File: src/rtl/des_pkg.sv
// Shared DES key-schedule constants, state encoding and bit-numbering helpers.
// Tables hold DES bit numbers (1 = MSB of the field they index).
package des_pkg;

  typedef enum logic [1:0] {
    ST_IDLE    = 2'd0,
    ST_PRESENT = 2'd1,
    ST_DONE    = 2'd2
  } state_e;

  localparam int PC1_TABLE [1:56] = '{
    57, 49, 41, 33, 25, 17,  9,  1, 58, 50, 42, 34, 26, 18,
    10,  2, 59, 51, 43, 35, 27, 19, 11,  3, 60, 52, 44, 36,
    63, 55, 47, 39, 31, 23, 15,  7, 62, 54, 46, 38, 30, 22,
    14,  6, 61, 53, 45, 37, 29, 21, 13,  5, 28, 20, 12,  4
  };

  localparam int PC2_TABLE [1:48] = '{
    14, 17, 11, 24,  1,  5,  3, 28, 15,  6, 21, 10,
    23, 19, 12,  4, 26,  8, 16,  7, 27, 20, 13,  2,
    41, 52, 31, 37, 47, 55, 30, 40, 51, 45, 33, 48,
    44, 49, 39, 56, 34, 53, 46, 42, 50, 36, 29, 32
  };

  localparam int SHIFT_SCHEDULE [1:16] = '{1, 1, 2, 2, 2, 2, 2, 2, 1, 2, 2, 2, 2, 2, 2, 1};

  // DES bit n of a [width:1] vector lives at index width+1-n.
  function automatic int des_pos(input int width, input int n);
    return width + 1 - n;
  endfunction

  // DES bit 1 is the MSB, so a DES left rotation is a vector rotation toward the MSB.
  function automatic logic [27:0] rotl28(input logic [27:0] x, input int n);
    return (x << n) | (x >> (28 - n));
  endfunction

  function automatic logic [27:0] rotr28(input logic [27:0] x, input int n);
    return (x >> n) | (x << (28 - n));
  endfunction

endpackage

File: src/rtl/des_key_schedule_dec_if.sv
// Key-load request and subkey-presentation handshake bundle.
interface des_key_schedule_dec_if;
  logic [64:1] Key_Input;
  logic        Dec_Mode;
  logic        Key_Load;
  logic        Subkey_Ack;
  logic [48:1] Subkey_Output;
  logic        Subkey_Valid;
  logic [5:1]  Round_Index;
  logic        Busy;
  logic        Done_Flag;

  modport master (
    output Key_Input, Dec_Mode, Key_Load, Subkey_Ack,
    input  Subkey_Output, Subkey_Valid, Round_Index, Busy, Done_Flag
  );

  modport slave (
    input  Key_Input, Dec_Mode, Key_Load, Subkey_Ack,
    output Subkey_Output, Subkey_Valid, Round_Index, Busy, Done_Flag
  );
endinterface

File: src/rtl/des_pc2.sv
// Combinational DES PC-2: 56-bit {C,D} to 48-bit round subkey.
module des_pc2
  import des_pkg::*;
(
  input  logic [56:1] cd_i,
  output logic [48:1] subkey_o
);

  always_comb begin
    subkey_o = '0;
    for (int j = 1; j <= 48; j++) begin
      subkey_o[des_pos(48, j)] = cd_i[des_pos(56, PC2_TABLE[j])];
    end
  end

endmodule

File: src/rtl/des_key_schedule_dec.sv
// Sequential DES subkey generator: presents K16..K1 (decrypt) or K1..K16
// (encrypt) one per valid/ack handshake.
module des_key_schedule_dec
  import des_pkg::*;
(
  input  logic                         clk,
  input  logic                         rst,
  des_key_schedule_dec_if.slave        bus
);

  state_e      state_q, state_d;
  logic [4:0]  round_q, round_d;
  logic        mode_q, mode_d;
  logic [56:1] cd_q, cd_d;
  logic [56:1] pc1_key;
  logic [4:0]  round_inc;
  logic        last_round;

  always_comb begin
    pc1_key = '0;
    for (int j = 1; j <= 56; j++) begin
      pc1_key[des_pos(56, j)] = bus.Key_Input[des_pos(64, PC1_TABLE[j])];
    end
  end

  assign round_inc  = round_q + 5'd1;
  assign last_round = mode_q ? (round_q == 5'd1) : (round_q == 5'd16);

  always_comb begin
    state_d = state_q;
    round_d = round_q;
    mode_d  = mode_q;
    cd_d    = cd_q;
    case (state_q)
      ST_IDLE: begin
        if (bus.Key_Load) begin
          mode_d  = bus.Dec_Mode;
          state_d = ST_PRESENT;
          if (bus.Dec_Mode) begin
            // C16/D16 equals C0/D0 since the schedule totals 28 shifts.
            cd_d    = pc1_key;
            round_d = 5'd16;
          end else begin
            cd_d    = {rotl28(pc1_key[56:29], 1), rotl28(pc1_key[28:1], 1)};
            round_d = 5'd1;
          end
        end
      end
      ST_PRESENT: begin
        if (bus.Subkey_Ack) begin
          if (last_round) begin
            state_d = ST_DONE;
          end else if (mode_q) begin
            cd_d    = {rotr28(cd_q[56:29], SHIFT_SCHEDULE[round_q]),
                       rotr28(cd_q[28:1],  SHIFT_SCHEDULE[round_q])};
            round_d = round_q - 5'd1;
          end else begin
            cd_d    = {rotl28(cd_q[56:29], SHIFT_SCHEDULE[round_inc]),
                       rotl28(cd_q[28:1],  SHIFT_SCHEDULE[round_inc])};
            round_d = round_inc;
          end
        end
      end
      ST_DONE: begin
        round_d = 5'd0;
        state_d = ST_IDLE;
      end
      default: begin
        state_d = ST_IDLE;
        round_d = 5'd0;
      end
    endcase
  end

  always_ff @(posedge clk or posedge rst) begin
    if (rst) begin
      state_q <= ST_IDLE;
      round_q <= 5'd0;
      mode_q  <= 1'b0;
      cd_q    <= '0;
    end else begin
      state_q <= state_d;
      round_q <= round_d;
      mode_q  <= mode_d;
      cd_q    <= cd_d;
    end
  end

  des_pc2 u_pc2 (
    .cd_i     (cd_q),
    .subkey_o (bus.Subkey_Output)
  );

  assign bus.Subkey_Valid = (state_q == ST_PRESENT);
  assign bus.Round_Index  = round_q;
  assign bus.Busy         = (state_q != ST_IDLE);
  assign bus.Done_Flag    = (state_q == ST_DONE);

endmodule

File: src/flat_wrapper.sv
// flat-port wrapper written by rule: the top's interface ports become plain ports
module des_key_schedule_dec_flat import des_pkg::*;
  (clk, rst, bus_Key_Input, bus_Dec_Mode, bus_Key_Load, bus_Subkey_Ack, bus_Subkey_Output, bus_Subkey_Valid, bus_Round_Index, bus_Busy, bus_Done_Flag);
  des_key_schedule_dec_if bus_i ();
  input  logic clk;
  input  logic rst;
  input wire logic [$bits(bus_i.Key_Input)-1:0] bus_Key_Input;
  input wire logic [$bits(bus_i.Dec_Mode)-1:0] bus_Dec_Mode;
  input wire logic [$bits(bus_i.Key_Load)-1:0] bus_Key_Load;
  input wire logic [$bits(bus_i.Subkey_Ack)-1:0] bus_Subkey_Ack;
  output wire logic [$bits(bus_i.Subkey_Output)-1:0] bus_Subkey_Output;
  output wire logic [$bits(bus_i.Subkey_Valid)-1:0] bus_Subkey_Valid;
  output wire logic [$bits(bus_i.Round_Index)-1:0] bus_Round_Index;
  output wire logic [$bits(bus_i.Busy)-1:0] bus_Busy;
  output wire logic [$bits(bus_i.Done_Flag)-1:0] bus_Done_Flag;
  assign bus_i.Key_Input = bus_Key_Input;
  assign bus_i.Dec_Mode = bus_Dec_Mode;
  assign bus_i.Key_Load = bus_Key_Load;
  assign bus_i.Subkey_Ack = bus_Subkey_Ack;
  assign bus_Subkey_Output = bus_i.Subkey_Output;
  assign bus_Subkey_Valid = bus_i.Subkey_Valid;
  assign bus_Round_Index = bus_i.Round_Index;
  assign bus_Busy = bus_i.Busy;
  assign bus_Done_Flag = bus_i.Done_Flag;
  des_key_schedule_dec u_core (.clk(clk), .rst(rst), .bus(bus_i));
endmodule
File: config.mk
export PLATFORM = sky130hd
export DESIGN_NAME = des_key_schedule_dec_flat
export DESIGN_NICKNAME = d
export VERILOG_FILES = /design/src/rtl/des_pkg.sv /design/src/rtl/des_key_schedule_dec_if.sv /design/src/rtl/des_pc2.sv /design/src/rtl/des_key_schedule_dec.sv /design/src/flat_wrapper.sv
export SDC_FILE = /design/constraint.sdc
export NUM_CORES = 1
export LEC_CHECK = 0
export ABC_CLOCK_PERIOD_IN_PS = 7490
export CELL_PAD_IN_SITES_DETAIL_PLACEMENT = 0
export CELL_PAD_IN_SITES_GLOBAL_PLACEMENT = 1
export CORE_MARGIN = 5
export CORE_UTILIZATION = 42
export DETAILED_ROUTE_END_ITERATION = 10
export GPL_TIMING_DRIVEN = 0
export PLACE_DENSITY = 0.92
export SLEW_MARGIN = 15
export SYNTH_ARGS = -nofsm -noshare
export SYNTH_HDL_FRONTEND = slang
export SYNTH_SLANG_ARGS = --single-unit
File: constraint.sdc
create_clock -name clk -period 7.49 [get_ports clk]
set_input_delay 0.749 -clock clk [delete_from_list [all_inputs] [get_ports clk]]
set_output_delay 0.749 -clock clk [all_outputs]
set_load 0.03 [all_outputs]
; ---- Word level (Yosys, flattened, before mapping)
; Memory sizes are Yosys's and may differ from the RTL's.
; Index checks and enable logic that the tools add are counted.
; Widths: inputs -> output; s select.
[classes]
addsub = 4
order_cmp = 2
n_eq_ne = 8
shift = 8
n_mux = 21
bitwise_logic = 8
reduce_logical = 7
[op_table]
columns = op, count
row1 = $mux 56, 5
row2 = $mux 32, 4
row3 = $shl 28x32->28, 4
row4 = $shr 28x32->28, 4
row5 = $or 28x28->28, 4
row6 = $pmux 56 s2, 1
row7 = $sub 6x32->32 const A, 2
row8 = $or 28x1->28, 2
row9 = $mux 5, 5
row10 = $ge 6x6->1 const B, 2
row11 = $not 5->6, 2
row12 = $pmux 5 s2, 1
row13 = $mux 2, 3
row14 = $ne 2x2->1 const B, 3
row15 = $reduce_and 3->1, 2
row16 = $add 5x1->5 const B, 1
row17 = $eq 5x1->1 const B, 1
row18 = $eq 5x5->1 const B, 1
row19 = $sub 5x1->5 const B, 1
row20 = $pmux 2 s2, 1
row21 = $reduce_and 4->1, 1
row22 = $reduce_bool 2->1, 2
row23 = $eq 2x1->1 const B, 1
row24 = $eq 2x2->1 const B, 1
row25 = other kinds (4), 4
[totals]
ff_bits = 64
romBits = 2048
in_bits = 69
out_inout_bits = 56
elab_cells = 64
n_memories = 2
[memory_table]
columns = name, depth, width, rd, rd_clocked_by_memory_dff, wr, line_no
row1 = (no name shown), 32, 32, 1, 0, 0, des_key_schedule_dec.sv:58  ; cd_d = {rotl28(cd_q[56:29], SHIFT_SCHEDULE[round_inc]),
row2 = (no name shown), 32, 32, 1, 0, 0, des_key_schedule_dec.sv:54  ; cd_d = {rotr28(cd_q[56:29], SHIFT_SCHEDULE[round_q]),

; ---- Logic depth before layout (Yosys ltp)
[logic_depth]
word_depth = 12
depth_mapped = 16
ltp_nobuf = 12

; ---- Cells and area by module
; Synthesis repeated with hierarchy kept, for this count alone.
[hier_totals]
hier_cells = 704
area_unflattened_um2 = 6067.1
[by_module_without_submodules]
columns = mod, n_inst, cells_per_inst, area_each_um2, seq_area_each_um2
row1 = des_key_schedule_dec, 1, 656, 5706.7, 1601.5
row2 = des_pc2, 1, 48, 360.3, 0.0

; ---- Least setup slack after synthesis
; Ideal clock, no wire load.
[synth_path]
path_type = register -> register
start = register u_core.round_q[0], in the netlist u_core.bus.Round_Index[1]
end = register u_core.cd_q[1] (netlist bit)
arrival_time_ns = 3.759
setup_slack_ns = 3.653
path_stages_with_launch = 16
cell_sequence = dfrtp_1 -> ha_1 -> inv_1 -> ha_1 -> nor3_1 -> mux2_4 -> a311o_1 -> buf_6 -> buf_2 -> buf_2 -> ha_1 -> clkbuf_1 -> nor2_1 -> a211o_1 -> a2111o_1 -> a21oi_1
[synth_between]
elab_chain_cells = 12
word_cells_on_any_way = 26
[synth_rtl]
columns = element, line_no
row1 = "start, declared", des_key_schedule_dec.sv:12  ; logic [4:0] round_q, round_d;
row2 = "start signal, assigned", des_key_schedule_dec.sv:83  ; round_q <= round_d;
row3 = $add 5x1->5, des_key_schedule_dec.sv:26  ; assign round_inc = round_q + 5'd1;
row4 = $not 5->6 (implied by the code), des_key_schedule_dec.sv:59  ; rotl28(cd_q[28:1], SHIFT_SCHEDULE[round_inc])};
row5 = $mem_v2 32x32, n/a
row6 = $mux 32 (2 in series), n/a
row7 = $sub 6x32->32, n/a
row8 = $shr 28x32->28, des_pkg.sv:34  ; return (x << n) | (x >> (28 - n));
row9 = $or 28x28->28, des_pkg.sv:34
row10 = $mux 56, des_key_schedule_dec.sv:53  ; end else if (mode_q) begin
row11 = $mux 56, des_key_schedule_dec.sv:51  ; if (last_round) begin
row12 = $mux 56, des_key_schedule_dec.sv:50  ; if (bus.Subkey_Ack) begin
row13 = $pmux 56 s2, des_key_schedule_dec.sv:34  ; case (state_q)
row14 = "end signal, assigned", des_key_schedule_dec.sv:80  ; cd_q <= '0;
row15 = "end signal, assigned", des_key_schedule_dec.sv:85  ; cd_q <= cd_d;
row16 = "end, declared", des_key_schedule_dec.sv:14  ; logic [56:1] cd_q, cd_d;
; Parallel ways exist; a longest one is shown, timed or not. The select of a mux whose other input is x is not followed.
; A chain may end at the register's enable or synchronous reset.

; ---- Worst setup path in the final report
[layout_path]
start = register u_core.round_q[1], in the netlist u_core.bus.Round_Index[2]
end = register u_core.cd_q[30] (netlist bit)
[layout_between]
elab_chain_cells = 12
word_cells_on_any_way = 26
[layout_rtl]
columns = element, line_no
row1 = $add 5x1->5, des_key_schedule_dec.sv:26
row2 = $not 5->6 (implied by the code), des_key_schedule_dec.sv:58
row3 = $mem_v2 32x32, n/a
row4 = $mux 32 (implied by the code) (2 in series), des_key_schedule_dec.sv:58
row5 = $sub 6x32->32, des_pkg.sv:34
row6 = $shr 28x32->28, des_pkg.sv:34
row7 = $or 28x28->28, des_pkg.sv:34
row8 = $mux 56, des_key_schedule_dec.sv:53
row9 = $mux 56, des_key_schedule_dec.sv:51
row10 = $mux 56, des_key_schedule_dec.sv:50
row11 = $pmux 56 s2, des_key_schedule_dec.sv:34
; Parallel ways exist; a longest one is shown, timed or not. The select of a mux whose other input is x is not followed.

==> flow_summary.yaml <==
run_status:
  status: "finished, final reports clean"
synthesis:
  ys_top_cells_by_area: "dfrtp_1 28%, mux2i_1 19%, mux2_2 12%"
  synth_edf_count: 0
  ys_async_sr_fraction_pct: 100
  synth_ff_type: "dfrtp_1"
  synthCells: 647
  synth_area_leader_cell: "dfrtp_1"
  synth.cell_area_sq_um: 5770
  synth.avg_cell_area_sq_um: 8.91
  yosys.area.top_type_share_pct: 27.8
  syn_nets: 723
  synth.yosys.seq_area_share_pct: 27.8
  synth_warnings: 0
  ys_seq_elements: 64
  netlist-cell-type-count: 44
die:
  core_area_sq_um: 13300
  row_count: 42
  ioPinCount: 125
  die_h_um: 127
  die_w_um: 127
  die-area_sq_um: 16200
  start_util_pct: 43.2
global_route:
  grt_pass1_wl_um: 28900
  grt_pass1_vias: 5443
  grt_overflow_total: 0
  grt_max_degree: 44
  antenna_found_initial: 0
  track_usage_pct: 21.8
placed_design:
  port_buffers: 115
  postPlaceCellArea_sq_um: 7170
  placed_cells: 939
  hpwl_um: 13100
  gp_congestion: 0.877
  place_ws_ns: 3.27
sta:
  hold_violations: 0
  max_slew_margin_pct: 44.7
  setup_ws_ns: 3.11
  fin_crit_sh_pct: 58.4
  setup_viol: 0
  max_freq_mhz: 228
  finalSetupTns_ns: 0
  worst_slew_pin_slew_ns: 0.829
  min_period_ns: 4.38
  rsz0062_at_grt: "false"
  hold_slack_ns: 0.600
  worst_clock_skew_ns: 0.00782
  slew_violations: 0
detailed_routing:
  drt_iter0_markers: 452
  dr.pass1.iters: 4
  totalWireLength_um: 17700
  vias: 5419
  ant_nets: 0
  routed_via_density: 5.68
  wl_per_cell_um: 18.5
  drcViolationCount: 0
finish:
  area_growth_pct: 29.9
  drive_above_1_share_pct: 18.4
  postLayoutCellArea_sq_um: 7490
  diodes: 0
  nNetsFinal: 850
  finalNonFillerCells: 954
clock_tree:
  numCtsBuffers: 9
  hold_buffers: 0
  clkSinkCount: 64
  clk_pin_slew_worst_paths_ns: 0.06
  htree_levels: 3
  clockBufferDepth: 2
  post_cts_resize_count: 0
  cts_tree: "yes"
  post-cts-setup-buffer-count: 0
  root_buffer: "clkbuf_16"
  clk_latency_ns: 0.33
worst_setup_path:
  path_class: "reg2reg"
  critPathLaunchType: "register"
  endpoint_kind: "register"
  arrival_ns: 4.55
  cp_max_fo: 10
  crit_required_ns: 7.66
pwr:
  power_density_nw_per_um2: 487
  peakVddDrop_uv: 221
  leakagePower_nw: 3.14
hold_path:
  worstHoldPathType: "reg2reg"
job:
  max_cap_viol_count: 0
## metal layers
layer | vias up | wire, um | part of all wire [%] | global-route usage [%]
met4 | 0 | 348 | 2.0 | 7.07
met2 | 154 | 8450 | 48 | 35.4
li1 | 2598 | - | - | -
met3 | 25 | 845 | 4.8 | 2.88
met1 | 2642 | 8030 | 45 | 30.2
met5 | - | 0 | 0 | 0
## critical path, cell delays in order (launching register included)
cell and delay (ns):
dfrtp_1 0.49, ha_1 0.26, inv_1 0.06, ha_1 0.31
nor3b_1 0.18, mux2_4 0.22, a311o_1 0.14, buf_6 0.15
buf_2 0.28, buf_2 0.30, inv_1 0.07, ha_1 0.27
clkbuf_1 0.37, nor2_1 0.20, a21o_1 0.22, a2111oi_0 0.55
a311oi_1 0.12
## final cells by class
cell class	instances	area, sq um
Fill cell	1233	5860
Multi-Input combinational cell	469	3530
Sequential cell	64	1600
Timing Repair Buffer	116	1180
Buffer	103	591
Clock buffer	12	256
Tap cell	176	220
Clock inverter	3	65.1
Inverter	11	43.8
## state kept, by name (all words and copies together), names as in the netlist
register and count:
u_core.cd_q 56, u_core.mode_q 1, u_core.state_q 2, u_core.bus.Round_Index 5
## cells in the mapped netlist, types with 2 or more instances
cell type,number
nor2b_1,4
ha_1,7
buf_2,13
a211oi_1,5
nand2_1,52
a221o_1,4
clkbuf_1,33
nor2_1,17
o211ai_1,47
nor4_1,3
o21ai_0,47
a211o_1,2
buf_1,8
dfrtp_1,64
a21oi_1,60
o22ai_1,7
mux2_2,59
a21o_1,8
mux2i_1,109
a31oi_1,3
a2111oi_0,2
a311oi_1,4
xor2_1,2
and2_1,3
or2_2,2
nor3_1,5
buf_4,48
nand3b_1,2
inv_1,11
mux2_4,2
## path summary, 6_finish.rpt
check,startpoint,to,slack (ns),cells after the start
worst min-delay path,u_core.cd_q[48],u_core.cd_q[48],0.60,2
worst max-delay path,u_core.bus.Round_Index[2],u_core.cd_q[30],3.11,16
min in group asynchronous,rst,u_core.cd_q[16],0.74,2
max in group asynchronous,rst,u_core.bus.Round_Index[1],6.22,3
worst max register to register,u_core.bus.Round_Index[2],u_core.cd_q[30],3.11,16
worst min register to register,u_core.cd_q[48],u_core.cd_q[48],0.60,2
## cell families (layout without fill, tap and decap cells)
family	after synthesis	count (layout)	share of synthesized area, %
simple gates	94	94	7.25
compound gates	195	195	21.1
flops	64	64	27.8
buf+inv	114	245	11.0
mux	170	170	31.0
fa+ha+maj	7	7	1.52
xor+xnor	3	3	0.456
## power by group
part	switching [mW]	internal [mW]	total, mW
registers	0.279	0.518	0.797
clock network	0.162	0.307	0.469
logic	1.26	1.12	2.38
## per-stage QoR
stage,power (mW),util (%)
after floorplan,2.44,-
after CTS,3.63,56.1
after global routing,3.90,56.1
after detailed placement,3.15,53.7
final,3.65,56.1
after global placement,3.11,53.5
## cells in the final DEF (no fill, tap or decap), types with 2 or more instances in the layout
cell,count
clkdlybuf4s50_1,115
mux2i_1,109
dfrtp_1,64
a21oi_1,60
mux2_2,59
nand2_1,52
buf_4,48
o21ai_0,47
o211ai_1,47
clkbuf_1,34
nor2_1,17
buf_2,13
inv_1,10
clkbuf_16,9
buf_1,8
a21o_1,8
o22ai_1,7
ha_1,7
nor3_1,5
a211oi_1,5
nor2b_1,4
a311oi_1,4
a221o_1,4
a31oi_1,3
nor4_1,3
and2_1,3
xor2_1,2
mux2_4,2
nand3b_1,2
or2_2,2
a211o_1,2
a2111oi_0,2
bufinv_16,2
clkbuf_8,2
Note: power is estimated with default switching activity, not from simulation.
==> RTL edit: new RTL, same flow settings <==
Take the reset off `cd_q` and load it in a clocked block of its own.
--- a/src/rtl/des_key_schedule_dec.sv
+++ b/src/rtl/des_key_schedule_dec.sv
@@ -78,11 +78,13 @@
       round_q <= 5'd0;
       mode_q  <= 1'b0;
-      cd_q    <= '0;
     end else begin
       state_q <= state_d;
       round_q <= round_d;
       mode_q  <= mode_d;
-      cd_q    <= cd_d;
     end
+  end
+
+  always_ff @(posedge clk) begin
+    cd_q <= cd_d;
   end
 
Behaviour: not the same (Yosys sat finds a counterexample within 4 cycles, from zero or initial values and one cycle with rst high).
==> RTL edit against the original RTL <==
Area after synthesis decreased by 3.1%; sequential power up 24%; worst hold slack lost 2.9 ps; total power rose by 9.7%; combinational power rose by 9.2%; design area fell by 2.9%; routed wire length rose by 9.3%; critical endpoint is now u_core.cd_q[30]; setup slack improved by 710 ps; sequential cell count unchanged; sequential share of layout area rose by 4.5 points; fmax rose by 19%.
==> RTL edit: results (changes against the original RTL) <==
* Drt first-iter violations at 682 (+51%)
* Clk pwr at 413 µW (-12%)
* Power Dens Cells at 550 nW/µm² (+13%)
* FILL cells at 1189 (-3.6%)
* Finished Layout Cells at 902 (-5.5%)
* Comb pwr at 2600 µW (+9.2%)
* Status: finished clean
* Worst IR Drop VDD at 251 µV (+14%)
* Synth top area cells: edfxtp_1 30%, mux2_2 13%, mux2_1 8.9%
* Final wirelength at 19300 µm (+9.3%)
* #MultiIn Comb at 423 (-9.8%)
* CTS H-tree lvls at 3 (unchanged)
* CTS Root Cell: clkbuf_16
* Fin nets at 797 (-6.2%)
* Sequential area share after synthesis at 33.7% (+5.9 points)
* Ys flop type: edfxtp_1
* Adder-cell area share of the yosys netlist at 1.57% (+0.049 points)
* First-pass DRT Iterations at 6 (+2)
* P_leak at 0.00269 µW (-15%)
* NonClk Buf Share at 24.3% (+0.66 points)
* Cells after DPL at 886 (-5.6%)
* Synth Area in Compound Gates at 16.7% (-4.4 points)
* Post-placement cell area at 6990 µm² (-2.5%)
* Setup Skew at 8.18 ps (+0.360 ps)
* Most frequent cells after synthesis: 107 x nand2_1, 66 x mux2_2, 59 x o22ai_1, 56 x a31oi_1, 56 x edfxtp_1
* Largest net degree at the start of global routing at 26 (-41%)
* Number of clock buffers in the layout at 11 (-1)
* Clock-cell share at 3.85% (-0.44 points)
* Proportion of cell area occupied by registers at 25.9% (+4.5 points)
* Signal buffers at 210 (-4.1%)
* EDFF count, synth at 56 (+56)
* Vias in the first global route at 5376 (-1.2%)
* Library cells used by synthesis at 50 (+14%)
* Post-Syn Area per Cell at 9.40 µm² (+5.5%)
* Multi-input logic area at 3070 µm² (-13%)
* Syn-to-layout area delta at 30.2%
* Kind of cell adding the most delay to the critical path: adder cells
* First-pass GRT wire length at 29900 µm (+3.4%)
* Critical-path cell with the highest stage delay: dfrtp_1
* Mux cell area share after synthesis at 24.1% (-6.9 points)
* Xor and xnor area share after synthesis at 0.605% (+0.15 points)
* Ys async rst share at 12.5% (-88 points)
* Internal at 2070 µW (+6.2%)
* Layout cells sized above 1 at 21.2% (+2.8 points)
* Final Wtd Congestion at 0.916 (+4.4%)
* Total track usage at 23.9% (+2.1 points)
* Signal inverters at 13 (+2)
* Pin slew with the least headroom to its limit at 865 ps (+35.9 ps)
==> RTL edit: changes by cell type in the layout (fill, tap and decap cells not counted), sizes merged, moves of 40 or more <==
| cell | before | now |
|---|---|---|
| a21oi | 60 | 5 |
| a31oi | 3 | 56 |
| dfrtp | 64 | 8 |
| edfxtp | 0 | 56 |
| mux2 | 61 | 110 |
| mux2i | 109 | 8 |
| nand2 | 52 | 107 |
| o211ai | 47 | 1 |
| o21ai | 47 | 7 |
| o22ai | 7 | 59 |
==> RTL edit: kinds of logic (layout without fill, tap and decap cells) <==
group,after synthesis,after routing
and+or+nand+nor,150,150
DFF,64,64
adders and majority gates,7,7
AOI/OAI and AO/OA,145,145
xor gates and xnor gates,3,3
buffers and inverters,107,239
muxes,118,118
==> RTL edit: worst paths after layout <==
path,depth (start not counted),slack [ps],end,startpoint
min,2,600,u_core.bus.Round_Index[2],u_core.bus.Round_Index[2]
min in group asynchronous,2,670,u_core.bus.Round_Index[2],rst
max reg2reg,13,3820,u_core.cd_q[30],u_core.bus.Round_Index[1]
max in group asynchronous,2,6560,u_core.state_q[0],rst
min reg2reg,2,600,u_core.bus.Round_Index[2],u_core.bus.Round_Index[2]
max,13,3820,u_core.cd_q[30],u_core.bus.Round_Index[1]
==> RTL edit: metal layers <==
layer	routed length, µm	vias up	share of wire [%]	GRT usage [%]
met5	0	-	0	0
met4	503	0	2.6	8.42
met3	1710	51	8.9	5.50
met2	9330	303	48	39.8
met1	7770	2597	40	30.6
li1	-	2449	-	-
==> RTL edit: worst reg2reg max path: stages, from the launching register on <==
cell	delay (ps)
dfrtp_1	440
ha_1	250
inv_1	60
ha_1	340
nor3b_1	420
mux2i_4	220
nand3_4	190
clkinv_2	130
buf_2	220
ha_1	390
inv_1	220
a41oi_1	80
a311o_1	350
a31oi_1	190
